## src/rtl/core_control_exception_prio_pkg.sv

```systemverilog
// Exception arbitration shared types: cause encoding,
// vector offsets and ARM mode numbers.
package core_control_exception_prio_pkg;

  typedef enum logic [2:0] {
    EXC_NONE,
    DABT,
    FIQ,
    IRQ,
    PABT,
    UNDEF,
    SWI
  } exc_cause_e;

  localparam logic [4:0] OFF_DABT  = 5'h10;
  localparam logic [4:0] OFF_FIQ   = 5'h1C;
  localparam logic [4:0] OFF_IRQ   = 5'h18;
  localparam logic [4:0] OFF_PABT  = 5'h0C;
  localparam logic [4:0] OFF_UNDEF = 5'h04;
  localparam logic [4:0] OFF_SWI   = 5'h08;

  localparam logic [4:0] MODE_ABT = 5'b10111;
  localparam logic [4:0] MODE_FIQ = 5'b10001;
  localparam logic [4:0] MODE_IRQ = 5'b10010;
  localparam logic [4:0] MODE_UND = 5'b11011;
  localparam logic [4:0] MODE_SVC = 5'b10011;

  function automatic logic [4:0] exc_off(
    input exc_cause_e c
  );
    case (c)
      DABT:    exc_off = OFF_DABT;
      FIQ:     exc_off = OFF_FIQ;
      IRQ:     exc_off = OFF_IRQ;
      PABT:    exc_off = OFF_PABT;
      UNDEF:   exc_off = OFF_UNDEF;
      SWI:     exc_off = OFF_SWI;
      default: exc_off = 5'h00;
    endcase
  endfunction

  function automatic logic [4:0] exc_mode(
    input exc_cause_e c
  );
    case (c)
      DABT:    exc_mode = MODE_ABT;
      PABT:    exc_mode = MODE_ABT;
      FIQ:     exc_mode = MODE_FIQ;
      IRQ:     exc_mode = MODE_IRQ;
      UNDEF:   exc_mode = MODE_UND;
      default: exc_mode = MODE_SVC;
    endcase
  endfunction

endpackage

```

## src/rtl/core_control_exception_prio_if.sv

```systemverilog
// Exception sources from decode/issue and the
// request/vector bundle returned to core control.
interface core_control_exception_prio_if #(
  parameter int NUM_IRQ = 4
);
  logic               issue_boundary;
  logic               issue;
  logic               escalate;
  logic               high_vectors;
  logic               mask_i;
  logic               mask_f;
  logic [NUM_IRQ-1:0] irq;
  logic               fiq;
  logic               undefined;
  logic               swi;
  logic               prefetch_abort;
  logic               data_abort;
  logic               exception;
  logic               escalating;
  logic [31:0]        exception_vector;
  logic [4:0]         exception_mode;
  logic               set_mask_f;
  logic [NUM_IRQ-1:0] irq_pending;

  modport master (
    output issue_boundary, issue, escalate,
    output high_vectors, mask_i, mask_f,
    output irq, fiq, undefined, swi,
    output prefetch_abort, data_abort,
    input  exception, escalating,
    input  exception_vector, exception_mode,
    input  set_mask_f, irq_pending
  );

  modport slave (
    input  issue_boundary, issue, escalate,
    input  high_vectors, mask_i, mask_f,
    input  irq, fiq, undefined, swi,
    input  prefetch_abort, data_abort,
    output exception, escalating,
    output exception_vector, exception_mode,
    output set_mask_f, irq_pending
  );
endinterface

```

## src/rtl/core_control_exception_prio_irqlatch.sv

```systemverilog
// One IRQ line: rising-edge latch with clear-on-take,
// or pass-through when the line is level sensitive.
module core_control_exception_prio_irqlatch #(
  parameter bit EDGE = 1'b0
) (
  input  logic clk,
  input  logic rst_n,
  input  logic i_irq,
  input  logic i_clr,
  output logic o_pend,
  output logic o_eff
);

  logic r_prev;
  logic r_pend;
  logic w_rise;

  assign w_rise = EDGE && i_irq && !r_prev;

  // a new edge wins over the clear of the taken one
  always_ff @(posedge clk or negedge rst_n) begin
    if (!rst_n) begin
      r_prev <= 1'b0;
      r_pend <= 1'b0;
    end else begin
      r_prev <= i_irq;
      if (w_rise)
        r_pend <= 1'b1;
      else if (i_clr)
        r_pend <= 1'b0;
    end
  end

  assign o_pend = r_pend;
  assign o_eff  = EDGE ? r_pend : i_irq;

endmodule

```

## src/rtl/core_control_exception_prio.sv

```systemverilog
// Fixed-priority ARM exception arbiter: latches the
// winning cause and holds the request until entry.
module core_control_exception_prio #(
  parameter int                 NUM_IRQ   = 4,
  parameter logic [NUM_IRQ-1:0] IRQ_EDGE  = '0,
  parameter logic [31:0]        HIGH_BASE = 32'hFFFF0000
) (
  input logic clk,
  input logic rst_n,
  core_control_exception_prio_if.slave bus
);
  import core_control_exception_prio_pkg::*;

  localparam logic [1:0] S_IDLE  = 2'd0;
  localparam logic [1:0] S_PEND  = 2'd1;
  localparam logic [1:0] S_ENTRY = 2'd2;

  logic [1:0]         r_state;
  logic [1:0]         w_next;
  logic               r_pend_irq;
  logic               r_pend_fiq;
  exc_cause_e         r_cause;
  exc_cause_e         w_cause;
  logic [31:0]        r_vec;
  logic [4:0]         r_mode;
  logic [NUM_IRQ-1:0] r_frz;
  logic [NUM_IRQ-1:0] w_eff;
  logic [NUM_IRQ-1:0] w_pend;
  logic [NUM_IRQ-1:0] w_clr;
  logic               w_irq_req;
  logic               w_fiq_req;
  logic               w_any;
  logic               w_take;
  logic               w_upd;
  logic [31:0]        w_base;

  for (genvar k = 0; k < NUM_IRQ; k++) begin : g_irq
    core_control_exception_prio_irqlatch #(
      .EDGE(IRQ_EDGE[k])
    ) u_lat (
      .clk   (clk),
      .rst_n (rst_n),
      .i_irq (bus.irq[k]),
      .i_clr (w_clr[k]),
      .o_pend(w_pend[k]),
      .o_eff (w_eff[k])
    );
  end

  // sampled requests are re-qualified so a drop or mask cancels them
  assign w_irq_req = r_pend_irq && (|w_eff) && !bus.mask_i;
  assign w_fiq_req = r_pend_fiq && bus.fiq && !bus.mask_f;

  always_comb begin
    w_cause = EXC_NONE;
    if (bus.data_abort)
      w_cause = DABT;
    else if (w_fiq_req)
      w_cause = FIQ;
    else if (w_irq_req)
      w_cause = IRQ;
    else if (bus.prefetch_abort)
      w_cause = PABT;
    else if (bus.undefined)
      w_cause = UNDEF;
    else if (bus.swi)
      w_cause = SWI;
  end

  assign w_any  = (w_cause != EXC_NONE);
  assign w_take = (r_state == S_PEND) && w_any
                  && bus.escalate;
  assign w_upd  = (r_state != S_ENTRY) && w_any
                  && !w_take;
  assign w_base = bus.high_vectors ? HIGH_BASE : 32'h0;
  assign w_clr  = ((r_state == S_ENTRY) && (r_cause == IRQ))
                  ? r_frz : '0;

  always_comb begin
    w_next = r_state;
    unique case (1'b1)
      (r_state == S_IDLE):
        if (w_any) w_next = S_PEND;
      (r_state == S_PEND):
        if (!w_any)            w_next = S_IDLE;
        else if (bus.escalate) w_next = S_ENTRY;
      default:
        w_next = S_IDLE;
    endcase
  end

  always_ff @(posedge clk or negedge rst_n) begin
    if (!rst_n) begin
      r_state    <= S_IDLE;
      r_pend_irq <= 1'b0;
      r_pend_fiq <= 1'b0;
      r_cause    <= EXC_NONE;
      r_vec      <= 32'h0;
      r_mode     <= MODE_SVC;
      r_frz      <= '0;
    end else begin
      r_state <= w_next;
      if (w_take) begin
        r_pend_irq <= 1'b0;
        r_pend_fiq <= 1'b0;
        r_frz      <= w_pend;
      end else if (bus.issue_boundary) begin
        r_pend_irq <= bus.issue && (|w_eff)
                      && !bus.mask_i;
        r_pend_fiq <= bus.issue && bus.fiq
                      && !bus.mask_f;
      end
      if (w_upd) begin
        r_cause <= w_cause;
        r_vec   <= w_base | {27'h0, exc_off(w_cause)};
        r_mode  <= exc_mode(w_cause);
      end
    end
  end

  assign bus.exception        = (r_state != S_ENTRY) && w_any;
  assign bus.escalating       = bus.escalate;
  assign bus.exception_vector = r_vec;
  assign bus.exception_mode   = r_mode;
  assign bus.set_mask_f       = (r_state == S_ENTRY)
                                && (r_cause == FIQ);
  assign bus.irq_pending      = w_pend;

endmodule

```

## src/flat_wrapper.sv

```systemverilog
// flat-port wrapper written by rule: the top's interface ports become plain ports
module core_control_exception_prio_flat import core_control_exception_prio_pkg::*;
#(
  parameter int                 NUM_IRQ   = 4,
  parameter logic [NUM_IRQ-1:0] IRQ_EDGE  = '0,
  parameter logic [31:0]        HIGH_BASE = 32'hFFFF0000
)
  (clk, rst_n, bus_issue_boundary, bus_issue, bus_escalate, bus_high_vectors, bus_mask_i, bus_mask_f, bus_irq, bus_fiq, bus_undefined, bus_swi, bus_prefetch_abort, bus_data_abort, bus_exception, bus_escalating, bus_exception_vector, bus_exception_mode, bus_set_mask_f, bus_irq_pending);
  core_control_exception_prio_if #(.NUM_IRQ(NUM_IRQ)) bus_i ();
  input logic clk;
  input logic rst_n;
  input wire logic [$bits(bus_i.issue_boundary)-1:0] bus_issue_boundary;
  input wire logic [$bits(bus_i.issue)-1:0] bus_issue;
  input wire logic [$bits(bus_i.escalate)-1:0] bus_escalate;
  input wire logic [$bits(bus_i.high_vectors)-1:0] bus_high_vectors;
  input wire logic [$bits(bus_i.mask_i)-1:0] bus_mask_i;
  input wire logic [$bits(bus_i.mask_f)-1:0] bus_mask_f;
  input wire logic [$bits(bus_i.irq)-1:0] bus_irq;
  input wire logic [$bits(bus_i.fiq)-1:0] bus_fiq;
  input wire logic [$bits(bus_i.undefined)-1:0] bus_undefined;
  input wire logic [$bits(bus_i.swi)-1:0] bus_swi;
  input wire logic [$bits(bus_i.prefetch_abort)-1:0] bus_prefetch_abort;
  input wire logic [$bits(bus_i.data_abort)-1:0] bus_data_abort;
  output wire logic [$bits(bus_i.exception)-1:0] bus_exception;
  output wire logic [$bits(bus_i.escalating)-1:0] bus_escalating;
  output wire logic [$bits(bus_i.exception_vector)-1:0] bus_exception_vector;
  output wire logic [$bits(bus_i.exception_mode)-1:0] bus_exception_mode;
  output wire logic [$bits(bus_i.set_mask_f)-1:0] bus_set_mask_f;
  output wire logic [$bits(bus_i.irq_pending)-1:0] bus_irq_pending;
  assign bus_i.issue_boundary = bus_issue_boundary;
  assign bus_i.issue = bus_issue;
  assign bus_i.escalate = bus_escalate;
  assign bus_i.high_vectors = bus_high_vectors;
  assign bus_i.mask_i = bus_mask_i;
  assign bus_i.mask_f = bus_mask_f;
  assign bus_i.irq = bus_irq;
  assign bus_i.fiq = bus_fiq;
  assign bus_i.undefined = bus_undefined;
  assign bus_i.swi = bus_swi;
  assign bus_i.prefetch_abort = bus_prefetch_abort;
  assign bus_i.data_abort = bus_data_abort;
  assign bus_exception = bus_i.exception;
  assign bus_escalating = bus_i.escalating;
  assign bus_exception_vector = bus_i.exception_vector;
  assign bus_exception_mode = bus_i.exception_mode;
  assign bus_set_mask_f = bus_i.set_mask_f;
  assign bus_irq_pending = bus_i.irq_pending;
  core_control_exception_prio #(.NUM_IRQ(NUM_IRQ), .IRQ_EDGE(IRQ_EDGE), .HIGH_BASE(HIGH_BASE)) u_core (.clk(clk), .rst_n(rst_n), .bus(bus_i));
endmodule
```

## config.mk

```make
export PLATFORM = sky130hd
export DESIGN_NAME = core_control_exception_prio_flat
export DESIGN_NICKNAME = d
export VERILOG_FILES = /design/src/rtl/core_control_exception_prio_pkg.sv /design/src/rtl/core_control_exception_prio_if.sv /design/src/rtl/core_control_exception_prio_irqlatch.sv /design/src/rtl/core_control_exception_prio.sv /design/src/flat_wrapper.sv
export SDC_FILE = /design/constraint.sdc
export NUM_CORES = 1
export LEC_CHECK = 0
export BUFFER_PORTS_ARGS = -buffer_cell sky130_fd_sc_hd__buf_4
export CELL_PAD_IN_SITES_DETAIL_PLACEMENT = 1
export CELL_PAD_IN_SITES_GLOBAL_PLACEMENT = 1
export CORE_MARGIN = 2
export CORE_UTILIZATION = 30
export DETAILED_ROUTE_END_ITERATION = 10
export PLACE_DENSITY = 0.83
export SETUP_SLACK_MARGIN = 0.1
export SLEW_MARGIN = 10
export SYNTH_ARGS = -nofsm -noshare
export SYNTH_HDL_FRONTEND = slang
export SYNTH_SLANG_ARGS = --single-unit
```

## constraint.sdc

```tcl
create_clock -name clk -period 4.3 [get_ports clk]
set_input_delay 1.29 -clock clk [delete_from_list [all_inputs] [get_ports clk]]
set_output_delay 1.29 -clock clk [all_outputs]
set_load 0.005 [all_outputs]
```

# Word-level counts from Yosys, hierarchy flattened
# Index checks and enable logic that the tools add are counted.
[classes] add_sub_neg=0 n_mul=0 div_mod_pow=0 magnitude_cmp=0 n_eq_ne=12 shift=0 mux=18 n_bitwise=1 reduce_logical=22
[ops] op="2-to-1 mux 32 bit" count=1
[ops] op="bitwise OR 32 x 5 -> 32 bit" count=1
[ops] op="case mux 5 bit (6 select lines)" count=1
[ops] op="2-to-1 mux 3 bit" count=6
[ops] op="case mux 4 bit (4 select lines)" count=1
[ops] op="logical AND 1 bit" count=13
[ops] op="equality test 3 x 2 -> 1 bit (second input constant)" count=3
[ops] op="equality test 3 bit (second input constant)" count=3
[ops] op="2-to-1 mux 2 bit" count=3
[ops] op="2-to-1 mux 5 bit" count=1
[ops] op="2-to-1 mux 1 bit" count=4
[ops] op="case mux 2 bit (2 select lines)" count=1
[ops] op="OR reduction 4 bit" count=1
[ops] op="equality test 3 x 1 -> 1 bit (second input constant)" count=1
[ops] op="zero test 1 bit" count=3
[ops] op="inequality test 3 bit (second input constant)" count=1
[ops] op="nonzero test 3 bit" count=1
[ops] op="equality test 2 x 1 -> 1 bit (second input constant)" count=1
[ops] op="equality test 2 bit (second input constant)" count=1
[ops] op="zero test 2 bit" count=1
[ops] op="inequality test 2 x 1 -> 1 bit (second input constant)" count=1
[ops] op="inequality test 2 bit (second input constant)" count=1
[ops] op="AND reduction 2 bit" count=1
[ops] op="nonzero test 2 bit" count=1
[ops] op="OR reduction 2 bit" count=1
[word_totals] regBits=44 latch_bits=0 ram_bits=0 mem_bits_ro=0 inputBits=17 out_inout_bits=44 word_cells=59 memories=0

# Depth between registers and ports, before layout
[depth] depth_word=13 mapped_depth=5 mapped_depth_nobuf=4

# Cells and area by module
# Synthesis repeated with hierarchy kept, for this count alone.
[hier_totals] cells_unflattened=124 hier_area_um2=1278.7
[by_module_without_submodules] mod="core_control_exception_prio" instances=1 cells_each=112 area_per_inst_um2=1203.7 seq_area_each_um2=478.0
[by_module_without_submodules] mod="core_control_exception_prio_irqlatch" instances=4 cells_each=3 area_per_inst_um2=18.8 seq_area_each_um2=0.0

# Worst setup path before layout
# No wires, ideal clock.
[synth_timing] path_kind="in2out" startpoint="input bus_irq[3]" endpoint="output bus_exception" arrival_ns=2.397 required_time_ns=3.010 path_slack_ns=0.613 cell_stages=3 n_path_buf=0 cell_sequence="or4_4 > a311oi_4 > a21boi_0"
[synth_between] elab_chain_len=8
[synth_rtl] element="start, declared" line="flat_wrapper.sv:18" rtl="input wire logic [$bits(bus_i.irq)-1:0] bus_irq;"
[synth_rtl] element="OR reduction 4 bit" line="core_control_exception_prio.sv:51" rtl="assign w_irq_req = r_pend_irq && (|w_eff) && !bus.mask_i;"
[synth_rtl] element="logical AND 1 bit (2 in series)" line="core_control_exception_prio.sv:51"
[synth_rtl] element="2-to-1 mux 3 bit" line="core_control_exception_prio.sv:60" rtl="else if (w_irq_req)"
[synth_rtl] element="2-to-1 mux 3 bit" line="core_control_exception_prio.sv:58" rtl="else if (w_fiq_req)"
[synth_rtl] element="2-to-1 mux 3 bit" line="core_control_exception_prio.sv:56" rtl="if (bus.data_abort)"
[synth_rtl] element="nonzero test 3 bit" line="core_control_exception_prio.sv:70" rtl="assign w_any = (w_cause != EXC_NONE);"
[synth_rtl] element="logical AND 1 bit" line="core_control_exception_prio.sv:121" rtl="assign bus.exception = (r_state != S_ENTRY) && w_any;"
[synth_rtl] element="end, declared" line="flat_wrapper.sv:24" rtl="output wire logic [$bits(bus_i.exception)-1:0] bus_exception;"
# No other way between the ends.

# Worst setup path in the final report
# Ends and elaborated chain as after synthesis.

==> results.ini <==
[route]
via_count=776
routed_wl_um=2223
firstDrtPassIters=4
wl_per_cell_um=12.42
first_iter_violations=7
drc=0
routed_via_density=4.335
ant_nets=0

[cts]
cts_setup_buffers=0
cts_tree=yes
clock-sinks=15
path_clk_slew_ps=100
post_cts_resized=0
numCtsBuffers=3
cts_max_level=1
ctsHoldBuffers=0
insertion_delay_ps=280
clock_path_buffers=2
root_buffer=clkbuf_4

[global_route]
grt_start_max_net_pins=18
grt_overflow=0
grt_pass1_wl_um=3760
grt_use_total_pct=11.97
top_usage_layer=met2
use_met3_pct=3.784
grt_use_met1_pct=14.13
use_met2_pct=21.14
grt_antenna_before_repair=0
grt_pass1_vias=804

[pwr]
leakage_nw=0.6388
power_density_nw_per_um2=340.3
irDropWorstVdd_mv=0.1010

[yosys]
yosys_warnings=0
syn_area_um2=1044
synth_top_area_share_pct=31.18
synth_cells=106
syn_area_per_cell_um2=9.844
synth.area.top_cells=dfrtp_1, buf_4, mux2_4
yosys.area.top_type=dfrtp_1
ys_types=34
yosys_register_bits=15
ys_seq_area_share_pct=36.21

[status]
outcome=finished clean

[sta]
fin_crit_ps=3890
setup_violations=0
setup_tns_ps=0
rsz0062_at_grt=no
slew_headroom_pct=50.32
final.setup_skew_ps=4.108
maxSlewViolCount=0
postLayoutSetupSlackWorst_ps=410.0
hold_viol=0
finalCritPeriodShare_pct=90.46
fmax_ghz=0.2571
tightest_slew_ps=745.3

[layout]
final_cells=179
final_util_pct=37.20
postLayoutCellArea_um2=1241
syn2layout_area_growth_pct=18.94
nFillCells=406
final_common_cell=buf_4
layout.nets=151
antenna_cells=0
final_cell_mix=buf_4, conb_1, dfrtp_1
drive_above_1_share_pct=45.11

[die]
die_h_um=62.98
die_w_um=62.98
rows=21
core_area_um2=3337
ios=61
dieArea_um2=3966
initial_utilization_pct=31.27

[placed_design]
io_buffers=42
hpwl_um=1836
place_area_um2=1214
place_inst=175
routabilityCongestion=0.8036
place_ws_ps=381.3

[worst_setup_path]
cp-end-kind=output pin
cp.required_ps=3010
start_kind=input port
path_class=input port to output pin
crit_fanout=3
worstPathArrival_ps=2600

[worst_hold_path]
hp-class=flip-flop to flip-flop

[flow_run]
maxCapViolCount=0

[layer usage]
metal	vias up	wire length, um
li1	361	-
met1	369	875
met2	46	1100
met3	0	248
met4	0	0
met5	-	0
[report_power, final]
group | leakage [nW] | total, mW | internal (mW) | switching, mW
clock | 0.0177 | 0.0816 | 0.0345 | 0.0471
sequential | 0.181 | 0.185 | 0.163 | 0.0211
combinational | 0.440 | 0.156 | 0.0922 | 0.0640
[cell type report]
| type | count | area [um^2] | share of cell area, % |
|---|---|---|---|
| Clock inverter | 1 | 5.005 | 0.4032 |
| Multi-Input combinational cell | 63 | 425.4 | 34.27 |
| Timing Repair Buffer | 43 | 322.8 | 26.01 |
| Inverter | 8 | 30.03 | 2.419 |
| Sequential cell | 15 | 377.9 | 30.44 |
| Clock buffer | 3 | 22.52 | 1.815 |
| Tap cell | 46 | 57.56 | 4.637 |
[worst max-delay path, cell delays in order]
cell      delay [ps]
buf_4            110
or4_4            560
a311oi_4         310
a21boi_0         150
buf_4            180
[cells by family (layout without fill, tap and decap cells)]
logic type      Yosys count  after routing  share of synthesized area [%]
mux                       8              8                          9.712
flops                    15             15                          36.21
buf+inv                  44             55                          28.78
simple gates             18             18                          11.39
other cells               2             18                         0.7197
compound gates           19             19                          13.19
[final timing paths]
kind                                        start                              to  slack, ps  cells after the start
worst min-delay path            u_core.r_state[0]               u_core.r_state[0]        500                      1
worst min register to register  u_core.r_state[0]               u_core.r_state[0]        500                      1
min in group asynchronous                   rst_n  u_core.bus.exception_vector[4]        840                      1
max in group asynchronous                   rst_n    u_core.bus.exception_mode[1]       3210                      1
worst max register to register  u_core.r_pend_fiq               u_core.r_cause[0]       2350                      5
worst max-delay path                   bus_irq[3]                   bus_exception        410                      5
[through the flow]
stage               total power, mW  hold slack (ps)
floorplan                    0.3044            451.9
global placement             0.3377            457.4
detailed placement           0.3458            486.0
CTS                          0.4286            497.9
global route                 0.4512            522.1
finish                       0.4224            496.7
[state kept, by name, indices dropped and copies added, names as in the netlist]
name,count
u_core.r_state,2
u_core.bus.exception_mode,4
u_core.bus.exception_vector,4
u_core.r_cause,3
u_core.r_pend_irq,1
u_core.r_pend_fiq,1
[synthesized netlist by cell type]
cell type and n:
nor2_1 3, mux2_4 4, a31oi_1 2, dfrtp_1 13, nand3_1 1, conb_1 2, o21ai_0 2, nor3_1 1
nor4b_1 1, nand4_1 1, inv_1 8, clkbuf_1 1, a21oi_2 1, mux2_2 1, nor4_1 1, and3_2 1
o22ai_1 1, and3b_2 1, a211oi_1 1, buf_6 1, mux2i_1 3, a21boi_0 1, a21oi_1 8, nand3b_1 1
nand4b_1 1, nand2b_1 3, nand2_1 1, o21ba_2 1, dfstp_2 2, a311oi_4 1, buf_4 34, a221oi_1 1
or4_4 1, or3b_1 1
Note: power is estimated with default switching activity, not from simulation.
